### src/rtl/mem_stage.sv
// Memory stage: scalar/vector load-store through a byte-wide data memory, one element per cycle.
// Define MEM_WRAP_ERR_EN to add err_o, flagging address wrap-around and the reserved opcode.
module mem_stage #(
    parameter int REGI_BITS  = 4,
    parameter int VECT_BITS  = 2,
    parameter int MEMO_LINES = 64,
    parameter int REGI_SIZE  = 16,
    parameter int VECT_SIZE  = 8,
    parameter int ELEM_SIZE  = 8
) (
    input  logic                           clk_i,
    input  logic                           rst_i,
    input  logic                           valid_i,
    output logic                           ready_o,
    input  logic [2:0]                     op_i,
    input  logic [REGI_SIZE-1:0]           ialu_res_i,
    input  logic [REGI_SIZE-1:0]           iswa_res_i,
    input  logic [ELEM_SIZE*VECT_SIZE-1:0] valu_res_i,
    input  logic [ELEM_SIZE*VECT_SIZE-1:0] vswa_res_i,
    input  logic [REGI_BITS-1:0]           rd_i,
    input  logic [VECT_BITS-1:0]           vd_i,
    output logic                           valid_o,
    output logic [REGI_SIZE-1:0]           ires_o,
    output logic [ELEM_SIZE*VECT_SIZE-1:0] vres_o,
    output logic [REGI_BITS-1:0]           rd_o,
    output logic [VECT_BITS-1:0]           vd_o,
    output logic                           iwe_o,
    output logic                           vwe_o
`ifdef MEM_WRAP_ERR_EN
    ,output logic                          err_o
`endif
);
    localparam int AW = $clog2(MEMO_LINES);
    localparam int VW = ELEM_SIZE * VECT_SIZE;
    localparam int CW = $clog2(VECT_SIZE + 1);
    localparam logic [AW:0] LINES = (AW+1)'(MEMO_LINES);

    localparam logic [2:0] OP_IPASS = 3'd1, OP_VPASS = 3'd2, OP_SLD = 3'd3,
                           OP_SST = 3'd4, OP_VLD = 3'd5, OP_VST = 3'd6, OP_RSV = 3'd7;

    typedef enum logic [1:0] {IDLE, XFER, DONE} state_t;

    function automatic logic [CW-1:0] elem_count(input logic [2:0] op);
        case (op)
            OP_SLD, OP_SST: return CW'(2);
            OP_VLD, OP_VST: return CW'(VECT_SIZE);
            default:        return '0;
        endcase
    endfunction

    state_t                 state, state_nxt;
    logic [2:0]             op_r;
    logic [AW-1:0]          addr_r;
    logic [REGI_SIZE-1:0]   iswa_r;
    logic [VW-1:0]          vswa_r, ld_buf, ld_nxt, st_vec;
    logic [REGI_BITS-1:0]   rd_r;
    logic [VECT_BITS-1:0]   vd_r;
    logic [CW-1:0]          cnt, n_r;
    logic [AW:0]            addr_sum;
    logic [AW-1:0]          addr_cur;
    logic [ELEM_SIZE-1:0]   wdata, rdata;
    logic                   accept, enter_done, is_store, is_load;

    // No reset on the array: contents survive rst_i.
    logic [ELEM_SIZE-1:0]   mem [MEMO_LINES];

    assign ready_o    = (state == IDLE);
    assign valid_o    = (state == DONE);
    assign accept     = ready_o && valid_i;
    assign enter_done = (state_nxt == DONE) && (state != DONE);
    assign is_store   = (op_r == OP_SST) || (op_r == OP_VST);
    assign is_load    = (op_r == OP_SLD) || (op_r == OP_VLD);

    always_comb begin
        state_nxt = state;
        case (state)
            IDLE: if (valid_i) state_nxt = (elem_count(op_i) == '0) ? DONE : XFER;
            XFER: if (cnt == n_r - CW'(1)) state_nxt = DONE;
            DONE: state_nxt = IDLE;
            default: state_nxt = IDLE;
        endcase
    end

    // Element address modulo MEMO_LINES (also correct for non-power-of-two depths).
    always_comb begin
        addr_sum = {1'b0, addr_r} + (AW+1)'(cnt);
        addr_cur = (addr_sum >= LINES) ? AW'(addr_sum - LINES) : addr_sum[AW-1:0];
    end

    always_comb begin
        st_vec = (op_r == OP_SST) ? VW'(iswa_r) : vswa_r;
        wdata  = st_vec[cnt*ELEM_SIZE +: ELEM_SIZE];
        rdata  = mem[addr_cur];
        ld_nxt = ld_buf;
        ld_nxt[cnt*ELEM_SIZE +: ELEM_SIZE] = rdata;
    end

    always_ff @(posedge clk_i) begin
        if (state == XFER && is_store) mem[addr_cur] <= wdata;
    end

    always_ff @(posedge clk_i or negedge rst_i) begin
        if (!rst_i) begin
            state  <= IDLE;
            cnt    <= '0;
            n_r    <= '0;
            op_r   <= '0;
            addr_r <= '0;
            iswa_r <= '0;
            vswa_r <= '0;
            rd_r   <= '0;
            vd_r   <= '0;
            ld_buf <= '0;
            ires_o <= '0;
            vres_o <= '0;
            rd_o   <= '0;
            vd_o   <= '0;
            iwe_o  <= 1'b0;
            vwe_o  <= 1'b0;
        end else begin
            state <= state_nxt;
            iwe_o <= 1'b0;
            vwe_o <= 1'b0;
            if (accept) begin
                op_r   <= op_i;
                n_r    <= elem_count(op_i);
                addr_r <= ialu_res_i[AW-1:0];
                iswa_r <= iswa_res_i;
                vswa_r <= vswa_res_i;
                rd_r   <= rd_i;
                vd_r   <= vd_i;
                cnt    <= '0;
                ld_buf <= '0;
            end else if (state == XFER) begin
                cnt <= cnt + CW'(1);
                if (is_load) ld_buf <= ld_nxt;
            end
            // Zero-length ops finish on the accept edge straight from the inputs.
            if (enter_done) begin
                if (state == IDLE) begin
                    rd_o <= rd_i;
                    vd_o <= vd_i;
                    if (op_i == OP_IPASS) begin ires_o <= ialu_res_i; iwe_o <= 1'b1; end
                    if (op_i == OP_VPASS) begin vres_o <= valu_res_i; vwe_o <= 1'b1; end
                end else begin
                    rd_o <= rd_r;
                    vd_o <= vd_r;
                    if (op_r == OP_SLD) begin ires_o <= ld_nxt[REGI_SIZE-1:0]; iwe_o <= 1'b1; end
                    if (op_r == OP_VLD) begin vres_o <= ld_nxt; vwe_o <= 1'b1; end
                end
            end
        end
    end

`ifdef MEM_WRAP_ERR_EN
    logic        err_r, err_now;
    logic [AW:0] last_addr;

    always_comb begin
        last_addr = {1'b0, ialu_res_i[AW-1:0]} + (AW+1)'(elem_count(op_i)) - (AW+1)'(1);
        err_now   = (op_i == OP_RSV) || ((elem_count(op_i) != '0) && (last_addr >= LINES));
    end

    always_ff @(posedge clk_i or negedge rst_i) begin
        if (!rst_i) begin
            err_r <= 1'b0;
            err_o <= 1'b0;
        end else begin
            err_o <= 1'b0;
            if (accept) err_r <= err_now;
            if (enter_done) err_o <= (state == IDLE) ? err_now : err_r;
        end
    end
`endif

endmodule
### config.mk
export PLATFORM = sky130hd
export DESIGN_NAME = mem_stage
export DESIGN_NICKNAME = d
export VERILOG_FILES = /design/src/rtl/mem_stage.sv
export SDC_FILE = /design/constraint.sdc
export NUM_CORES = 1
export LEC_CHECK = 0
export ABC_CLOCK_PERIOD_IN_PS = 6600
export BUFFER_PORTS_ARGS = -buffer_cell sky130_fd_sc_hd__buf_2
export CORE_ASPECT_RATIO = 0.8
export CORE_MARGIN = 2
export CORE_UTILIZATION = 45
export CTS_BUF_LIST = sky130_fd_sc_hd__clkbuf_4
export DETAILED_ROUTE_END_ITERATION = 10
export PLACE_DENSITY = 0.6
export SLEW_MARGIN = 10
export SYNTH_ARGS = -nofsm -noshare
export SYNTH_HDL_FRONTEND = slang
export SYNTH_SLANG_ARGS = --single-unit
export TNS_END_PERCENT = 100
### constraint.sdc
create_clock -name clk_i -period 6.6 [get_ports clk_i]
set_input_delay 0.99 -clock clk_i [delete_from_list [all_inputs] [get_ports clk_i]]
set_output_delay 0.99 -clock clk_i [all_outputs]
set_load 0.01 [all_outputs]
======== Yosys cells after proc, flatten, opt, wreduce, memory -nomap -nowiden ========
Memories as Yosys holds them, arrays and structs flattened.
Cells that the tools add are included.
W data, S select, Z words.
operators by class
  reductions and logical operators ........ 16
  $add $sub $neg .......................... 5
  muxes and demuxes ....................... 33
  shift operators ......................... 3
  $lt $le $gt $ge ......................... 1
  eq/ne operators ......................... 17
operator list
  operator                   number
  $mux W64                   7
  $bwmux W64                 1
  $shift A8 B34 Y64 const A  1
  $shiftx A64 B8 Y8          1
  $shiftx A8 B34 Y64         1
  $mux W16                   3
  $neg A7 Y34                1
  $mux W4                    5
  $eq A3 B3 Y1 const B       6
  $mux W1                    10
  $eq A3 B2 Y1 const B       3
  $mux W2                    4
  $pmux W4 S2                1
  $reduce_bool A2 Y1         4
  $add A6 B4 Y7              1
  $ge A7 B7 Y1 const B       1
  $mux W6                    1
  $reduce_and A3 Y1          2
  $sub A6 B1 Y6 const B      1
  $add A4 B1 Y4 const B      1
  $eq A2 B2 Y1 const B       2
  $eq A4 B4 Y1               1
  $logic_not A4 Y1           1
  $ne A2 B1 Y1 const B       2
  10 further kinds           14
storage, ports and cells
  word-level logic and storage cells ...... 92
  memories ................................ 1
  RAM bits ................................ 512
  flip-flop bits (word level) ............. 257
memory list
  memory  depth  bits a word  rd ports  clocked after Yosys merged registers in  write ports  RTL line  text
  mem     64     8            1         0                                        1            65        logic [ELEM_SIZE-1:0] mem [MEMO_LINES];

======== Logic depth before layout (Yosys ltp) ========
Gate-level depths: netlist of the first run.
  depth after elaboration ................. 12
  mapped depth ............................ 12
  depth with buffers taken out ............ 9

======== Worst setup path after synthesis of the first run ========
OpenSTA, ideal clock, no wires.
  path kind ............................... reg2reg
  start point ............................. reg op_r[2]
  end point ............................... mem mem[0][3] (data pin)
  slack ................................... 2705 ps
  data required time ...................... 6101 ps
  stages on the path, launching flop included .. 10
  data arrival time ....................... 3395 ps
  clock period less this slack ............ 3895 ps
  cell sequence ........................... dfrtp_1 > nand2b_1 > or2_2 > clkbuf_1 > buf_1 > clkbuf_1 > nand3_1 > a21oi_1 > a31oi_1 > nor2_1
between the ends
  cells in the longest elaborated chain, start to end .. 3
RTL lines
  item                      RTL line  text
  start: declaration        52        logic [2:0] op_r;
  start signal: assignment  125       op_r <= op_i;
  $eq A3 B3 Y1              91        st_vec = (op_r == OP_SST) ? VW'(iswa_r) : vswa_r;
  $mux W64                  91
  $shiftx A64 B8 Y8         92        wdata = st_vec[cnt*ELEM_SIZE +: ELEM_SIZE];
  named net wdata[3]        61        logic [ELEM_SIZE-1:0] wdata, rdata;
  end: declaration          65
The timed path passes the listed nets, and every way through them passes these cells.

======== Worst setup path after layout of the first run ========
  start point ............................. reg cnt[2]
  end point ............................... mem mem[63][0] (enable)
between the ends
  cells in the longest elaborated chain, start to end .. 3
  elaborated cells between the ends (all ways) .. 4
  classes of those cells .................. add/sub: 2; order compare: 1; mux: 1
RTL lines
  item                                                  RTL line  text
  start: declaration                                    58        logic [CW-1:0] cnt, n_r;
  start signal: assignment                              135       cnt <= cnt + CW'(1);
  $add A6 B4 Y7 (*)                                     86        addr_sum = {1'b0, addr_r} + (AW+1)'(cnt);
  $sub A6 B1 Y6 / $ge A7 B7 Y1 (equally long branches)  87        addr_cur = (addr_sum >= LINES) ? AW'(addr_sum - LINES) : addr_sum[AW-1:0];
  $mux W6 (*)                                           87
Mark *: on every way between the ends. The rest lies on a longest branch, timed or not.

==> results of run 1 <==
==> layer usage <==
metal	up-vias	track usage, %	part of all wire, %
li1	8438	-	-
met1	9989	33.4	44
met2	871	33.3	46
met3	132	5.02	8.0
met4	0	8.29	2.2
met5	-	0	0
==> cells by family (layout without fill, tap and decap cells) <==
logic type                 count (synthesis)  in the layout  share of synthesized area [%]
and+or+nand+nor                          417            417                           6.06
muxes                                    287            287                           15.9
adders and majority gates                  8              8                          0.341
buffers and inverters                    135            600                           2.05
xor gates and xnor gates                  13             13                          0.385
AOI/OAI and AO/OA                        319            319                           6.32
other                                      0              6                              0
DFF                                      767            767                           69.0
==> cell type report <==
class,count,area (um^2)
sequential,767,21800
clock inverter,38,230
antenna,6,15.0
inverter,10,37.5
timing repair buffer,285,1520
tap,924,1160
clock buffer,267,2000
multi-input combinational,1044,9250
fill,5808,33100
==> critical path, cell delays in order, from the launching register on <==
cell,delay [ns]
dfrtp_1,0.93
ha_1,0.51
xor2_4,0.21
buf_12,0.60
nand3_1,0.74
nor2_1,1.10
==> worst paths after layout <==
check / endpoint / depth (start not counted) / start / slack [ns]
max: mem[63][0]$_DFFE_PP_ / 5 / cnt[2]$_DFFE_PN0P_ / 2.04
min: vres_o[48]$_DFFE_PN0P_ / 1 / rst_i / 0.02
max reg2reg: mem[63][0]$_DFFE_PP_ / 5 / cnt[2]$_DFFE_PN0P_ / 2.04
min reg2reg: vres_o[22]$_DFFE_PN0P_ / 2 / vres_o[22]$_DFFE_PN0P_ / 0.47
max in group asynchronous: vswa_r[32]$_DFFE_PN0P_ / 2 / rst_i / 4.83
min in group clk_i: vswa_r[44]$_DFFE_PN0P_ / 2 / vswa_res_i[44] / 0.20
==> through the flow <==
| stage | area (um^2) | hold WS, ns |
|---|---|---|
| 2_1_floorplan | 31500 | 0.454 |
| 3_3_place_gp | 33700 | 0.458 |
| 3_5_place_dp | 33700 | 0.468 |
| 4_1_cts | 36000 | 0.0215 |
| 5_1_grt | 36000 | 0.112 |
| 6_report | 36000 | 0.0185 |
==> sequential cells by signal, indices dropped and copies added, names as in the netlist, 2 cells and up <==
register	flops
addr_r	6
cnt	4
ires_o	16
iswa_r	16
ld_buf	64
mem	512
n_r	2
op_r	3
rd_o	4
rd_r	4
state	2
vd_o	2
vd_r	2
vres_o	64
vswa_r	64
==> cell usage in the layout, fill, tap and decap left out, drive strengths merged, types with 31 or more instances in the layout <==
cell / n
buf: 285
nor2: 148
nand2: 92
dfrtp: 255
mux4: 158
o21ai: 136
edfxtp: 512
mux2: 123
clkbuf: 267
o22ai: 47
clkinv: 31
nand3: 97
==> flow_metrics.env, run 1 <==
export IMPL_routedWlPerCell_um=24.5
export IMPL_synth_avg_cell_area_um2=16.2
export IMPL_ant_nets=0
export IMPL_post_cts_buffers=0
export IMPL_drtIter0Drc=2156
export IMPL_dpl_hpwl_um=51600
export IMPL_netlist_area_um2=31500
export IMPL_fin_skew_ns=0.0493
export IMPL_cts_hold_buf=0
export IMPL_crit_fanout=122
export IMPL_die_area_um2=72200
export IMPL_fin_util_pct=52.1
export IMPL_track_usage_pct=22.7
export IMPL_finalCritPeriodShare_pct=69.1
export IMPL_fin_crit_ns=4.56
export IMPL_worst_pin_slew_ns=1.17
export IMPL_finalSetupViolations=0
export IMPL_wl_um=82000
export IMPL_layout_nets=2469
export IMPL_yosysTopAreaCell="edfxtp_1"
export IMPL_worst_setup_path_type="flop to flop"
export IMPL_place_port_buffers=261
export IMPL_coreArea_um2=69100
export IMPL_slew_headroom_pct=21.3
export IMPL_vias=19400
export IMPL_maxCapViolCount=0
export IMPL_cts_buffer_depth=3
export IMPL_finalMaxSlewViolations=0
export IMPL_synth_edf_count=512
export IMPL_hold_violations=0
export IMPL_clock_sinks=767
export IMPL_placed_cells=3030
export IMPL_fmax_mhz=219
export IMPL_cts_resized=0
export IMPL_arrival_ns=5.17
export IMPL_gr_total_overflow=0
export IMPL_synth_top_area_share_pct=48.7
export IMPL_startpoint_type="flop"
export IMPL_ys_top_cells_by_count="edfxtp_1, dfrtp_1, mux4_2, nor2_1, mux2_2"
export IMPL_gp_congestion=0.848
export IMPL_min_path_type="primary input to async pin"
export IMPL_synth_cells=1946
export IMPL_synth_top_cells_by_area="edfxtp_1, dfrtp_1, mux4_2"
export IMPL_synthArstFlopShare_pct=33.2
export IMPL_yosysWarnings=0
export IMPL_yosysUniqueCellTypes=68
export IMPL_ys_ff_latch=767
export IMPL_clk_pin_slew_ns=0.07
export IMPL_dieWidth_um=300
export IMPL_fin_cells=3341
export IMPL_drc=0
export IMPL_cts_inserted_buffers=181
export IMPL_yosysMostFrequentCell="edfxtp_1"
export IMPL_status="finished, final reports clean"
export IMPL_yosysSeqAreaShare_pct=69.0
export IMPL_syn_num_nets=2126
export IMPL_root_buffer="clkbuf_4"
export IMPL_rsz0062_at_grt="no"
export IMPL_initial_utilization_pct=45.7
export IMPL_detail_route_vias_per_cell=5.82
export IMPL_worstPathRequired_ns=7.21
export IMPL_io_pin_count=262
export IMPL_layout_setup_ws_ns=2.04
export IMPL_clock_latency_ns=1.04
export IMPL_synth_main_ff_cell="edfxtp_1"
export IMPL_std_cell_rows=86
export IMPL_h_tree_depth=4
export IMPL_antenna_found_initial=4
export IMPL_pre_cts_slack_ns=2.13
export IMPL_synthToLayoutAreaGrowth_pct=14.0
export IMPL_drt_pass1_iterations=5
export IMPL_grt_pass1_vias=19400
export IMPL_grt_max_degree=126
export IMPL_tritoncts="built"
export IMPL_fp_dieH_um=241
export IMPL_critPathCaptureType="flop"
export IMPL_finalSetupTns_ns=0
export IMPL_layout_drive_gt1_share_pct=36.6
export IMPL_grt_first_pass_wirelength_um=121000
Power of run 1 is left out: the tool's default activity adds up to more than one toggle a clock period on the data nets, which glitch-free logic cannot reach.
==> run 2, diff against run 1 <==
--- a/config.mk
+++ b/config.mk
@@ -5,14 +5,15 @@
 export SDC_FILE = /design/constraint.sdc
 export NUM_CORES = 1
 export LEC_CHECK = 0
-export ABC_CLOCK_PERIOD_IN_PS = 6600
+export ABC_AREA = 1
+export ABC_CLOCK_PERIOD_IN_PS = 3710
 export BUFFER_PORTS_ARGS = -buffer_cell sky130_fd_sc_hd__buf_2
 export CORE_ASPECT_RATIO = 0.8
 export CORE_MARGIN = 2
 export CORE_UTILIZATION = 45
 export CTS_BUF_LIST = sky130_fd_sc_hd__clkbuf_4
 export DETAILED_ROUTE_END_ITERATION = 10
-export PLACE_DENSITY = 0.6
+export PLACE_DENSITY = 0.62
 export SLEW_MARGIN = 10
 export SYNTH_ARGS = -nofsm -noshare
 export SYNTH_HDL_FRONTEND = slang
==> constraint.sdc (replaced) <==
create_clock -name clk_i -period 3.71 [get_ports clk_i]
set_input_delay 0.5565 -clock clk_i [delete_from_list [all_inputs] [get_ports clk_i]]
set_output_delay 0.5565 -clock clk_i [all_outputs]
set_load 0.01 [all_outputs]
==> run 2 against run 1 <==
  * Non-clock buffer count is 296 higher
  * Sequential cell count stayed put
  * Hold slack better by 0.088 ns
  * Global-route usage grew 3.4 points
  * Core utilization increased by 3.4 points
  * Via count up 43%
==> flow_metrics.env, run 2 <==
export IMPL_layout_nets=4351
export IMPL_startpoint_type="flop"
export IMPL_root_buffer="clkbuf_4"
export IMPL_pre_cts_slack_ns=0.380
export IMPL_initial_utilization_pct=45.6
export IMPL_cts_buffer_depth=3
export IMPL_synth_top_area_share_pct=45.6
export IMPL_finalSetupTns_ns=0
export IMPL_synth_edf_count=512
export IMPL_crit_fanout=61
export IMPL_power_mw=41.6
export IMPL_wl_um=101000
export IMPL_synth_cells=3584
export IMPL_coreArea_um2=73900
export IMPL_cp_slowest_cell="dfrtp_1"
export IMPL_p_leak_nw=18.1
export IMPL_grt_max_degree=99
export IMPL_routedWlPerCell_um=18.9
export IMPL_fmax_mhz=295
export IMPL_arrival_ns=4.34
export IMPL_place_port_buffers=261
export IMPL_dpl_cell_area_um2=36800
export IMPL_rsz0062_at_grt="no"
export IMPL_io_pin_count=262
export IMPL_final_common_cell="nand2_1"
export IMPL_clk_pin_slew_ns=0.07
export IMPL_drt_pass1_iterations=5
export IMPL_crit_top_cell="nand2_1"
export IMPL_grt_first_pass_wirelength_um=154000
export IMPL_yosysSeqAreaShare_pct=64.6
export IMPL_fp_dieH_um=249
export IMPL_tritoncts="built"
export IMPL_syn_num_nets=3764
export IMPL_fin_crit_ns=3.39
export IMPL_gr_total_overflow=0
export IMPL_power_density_nw_per_um2=1010
export IMPL_largest_register_ffs=512
export IMPL_critical_path_cell_chain="ha_4 > inv_8 > buf_12 > buf_4 > nor2_1 > o21ai_0 > nand2_1 > nand2_1 > nand3_1 > nand3_1 > nand2_1 > nor2_4 > nand3_1 > nand2_1 > nand2_1 > a21oi_1"
export IMPL_layout_common_cells="nand2_1, nor2_1, edfxtp_1"
export IMPL_yosysUniqueCellTypes=36
export IMPL_max_flop_register="mem"
export IMPL_yosysTopAreaCell="edfxtp_1"
export IMPL_cts_inserted_buffers=189
export IMPL_yosysMostFrequentCell="nand2_1"
export IMPL_detail_route_vias_per_cell=5.23
export IMPL_crit_cells=16
export IMPL_finalSetupViolations=0
export IMPL_worst_pin_slew_ns=1.05
export IMPL_h_tree_depth=4
export IMPL_hold_violations=0
export IMPL_fin_util_pct=55.4
export IMPL_synth_main_ff_cell="edfxtp_1"
export IMPL_worst_setup_path_type="flop to flop"
export IMPL_status="finished, final reports clean"
export IMPL_layout_drive_gt1_share_pct=17.1
export IMPL_dpl_hpwl_um=60900
export IMPL_track_usage_pct=26.1
export IMPL_antenna_found_initial=1
export IMPL_cp_top_family="simple AND/OR/NAND/NOR gates"
export IMPL_yosysWarnings=0
export IMPL_synth_avg_cell_area_um2=9.40
export IMPL_netlist_area_um2=33700
export IMPL_ys_top_cells_by_count="nand2_1, nor2_1, edfxtp_1, dfrtp_1, nand3_1"
export IMPL_synthToLayoutAreaGrowth_pct=21.6
export IMPL_r2r_cells=16
export IMPL_std_cell_rows=89
export IMPL_irDropWorstVdd_v=0.00137
export IMPL_dieWidth_um=310
export IMPL_maxCapViolCount=0
export IMPL_critPathCaptureType="flop"
export IMPL_clock_sinks=767
export IMPL_min_path_type="primary input to async pin"
export IMPL_slew_headroom_pct=30.1
export IMPL_path_buf_inv=3
export IMPL_critPathMaxStageDelay_ns=0.41
export IMPL_fin_skew_ns=0.0595
export IMPL_clock_latency_ns=1.08
export IMPL_grt_pass1_vias=26900
export IMPL_vias=27800
export IMPL_die_area_um2=77100
export IMPL_synthArstFlopShare_pct=33.2
export IMPL_cts_resized=0
export IMPL_synth_top_cells_by_area="edfxtp_1, dfrtp_1, nand2_1"
export IMPL_final_area_um2=41000
export IMPL_ys_ff_latch=767
export IMPL_ant_nets=0
export IMPL_gp_congestion=0.853
export IMPL_worstPathRequired_ns=4.67
export IMPL_layout_setup_ws_ns=0.323
export IMPL_drtIter0Drc=2802
export IMPL_drc=0
export IMPL_finalCritPeriodShare_pct=91.3
export IMPL_finalMaxSlewViolations=0
## run 2: changes by cell type after synthesis, moves of 28 or more
cell	delta
o22ai_1	-35
o21ai_0	+82
nor2_1	+613
nand3_1	+72
inv_1	+98
nand2_1	+1005
o21ai_1	+28
mux4_2	-158
mux2_2	-123
a21oi_1	+114
buf_2	+39
## run 2: layer usage
| metal | GRT usage, % | share of wire (%) | vias to the layer above | wire length (um) |
|---|---|---|---|---|
| met5 | 0 | 0 | - | 0 |
| met1 | 37.2 | 44 | 13300 | 43900 |
| met4 | 11.0 | 3.5 | 0 | 3480 |
| met3 | 5.93 | 8.4 | 253 | 8440 |
| li1 | - | - | 13100 | - |
| met2 | 38.3 | 45 | 1153 | 44800 |
## run 2: worst reg2reg max path: stages (launching register included)
cell and delay, ns:
dfrtp_1 0.41, ha_4 0.40, inv_8 0.20, buf_12 0.31, buf_4 0.23, nor2_1 0.04, o21ai_0 0.19, nand2_1 0.16
nand2_1 0.09, nand3_1 0.12, nand3_1 0.11, nand2_1 0.16, nor2_4 0.36, nand3_1 0.20, nand2_1 0.12, nand2_1 0.06
a21oi_1 0.13
## run 2: report_power, final
group / switching (mW) / internal (mW)
sequential: 0.623 / 12.4
combinational: 15.7 / 5.73
clock: 3.50 / 3.66
total: 19.8 / 21.8
## run 2: worst paths after layout
| check | end | from | slack, ns |
|---|---|---|---|
| hold / removal | vres_o[34]$_DFFE_PN0P_ | rst_i | 0.11 |
| min in group clk_i | ld_buf[30]$_DFFE_PN0P_ | valid_i | 0.20 |
| hold reg to reg | iswa_r[12]$_DFFE_PN0P_ | iswa_r[12]$_DFFE_PN0P_ | 0.48 |
| setup reg to reg | vres_o[44]$_DFFE_PN0P_ | addr_r[0]$_DFFE_PN0P_ | 0.32 |
| setup / recovery | vres_o[44]$_DFFE_PN0P_ | addr_r[0]$_DFFE_PN0P_ | 0.32 |
| max in group asynchronous | vswa_r[20]$_DFFE_PN0P_ | rst_i | 2.67 |
## run 2: layout make-up
cell class | count | area [um^2]
Timing Repair Buffer | 581 | 4370
Multi-Input combinational cell | 2514 | 10700
Fill cell | 6620 | 33000
Clock buffer | 266 | 2000
Clock inverter | 72 | 434
Tap cell | 1001 | 1250
Sequential cell | 767 | 21800
Antenna cell | 7 | 17.5
Inverter | 118 | 452
## run 2: through the flow
| step | instances | hold WS [ns] |
|---|---|---|
| finish | 5326 | 0.106 |
| global route | 5320 | 0.123 |
| CTS | 5319 | 0.0556 |
| detailed placement | 4811 | 0.460 |
| global placement | 4811 | 0.458 |
| floorplan | 3584 | 0.261 |
## run 2: timing repair
item | CTS | global route
hold endpoints to repair | 303 | 0
hold buffers | 170 | 0
buffers inserted | 0 | 0
## run 2: cell families after synthesis
logic type,count (synthesis),synth area share (%)
adders and majority gates,8,0.319
AOI/OAI and AO/OA,422,6.59
and+or+nand+nor,2072,24.2
DFF,767,64.6
buffers and inverters,303,3.95
xor gates and xnor gates,4,0.104
muxes,8,0.238
(Power assumes the default switching activity.)
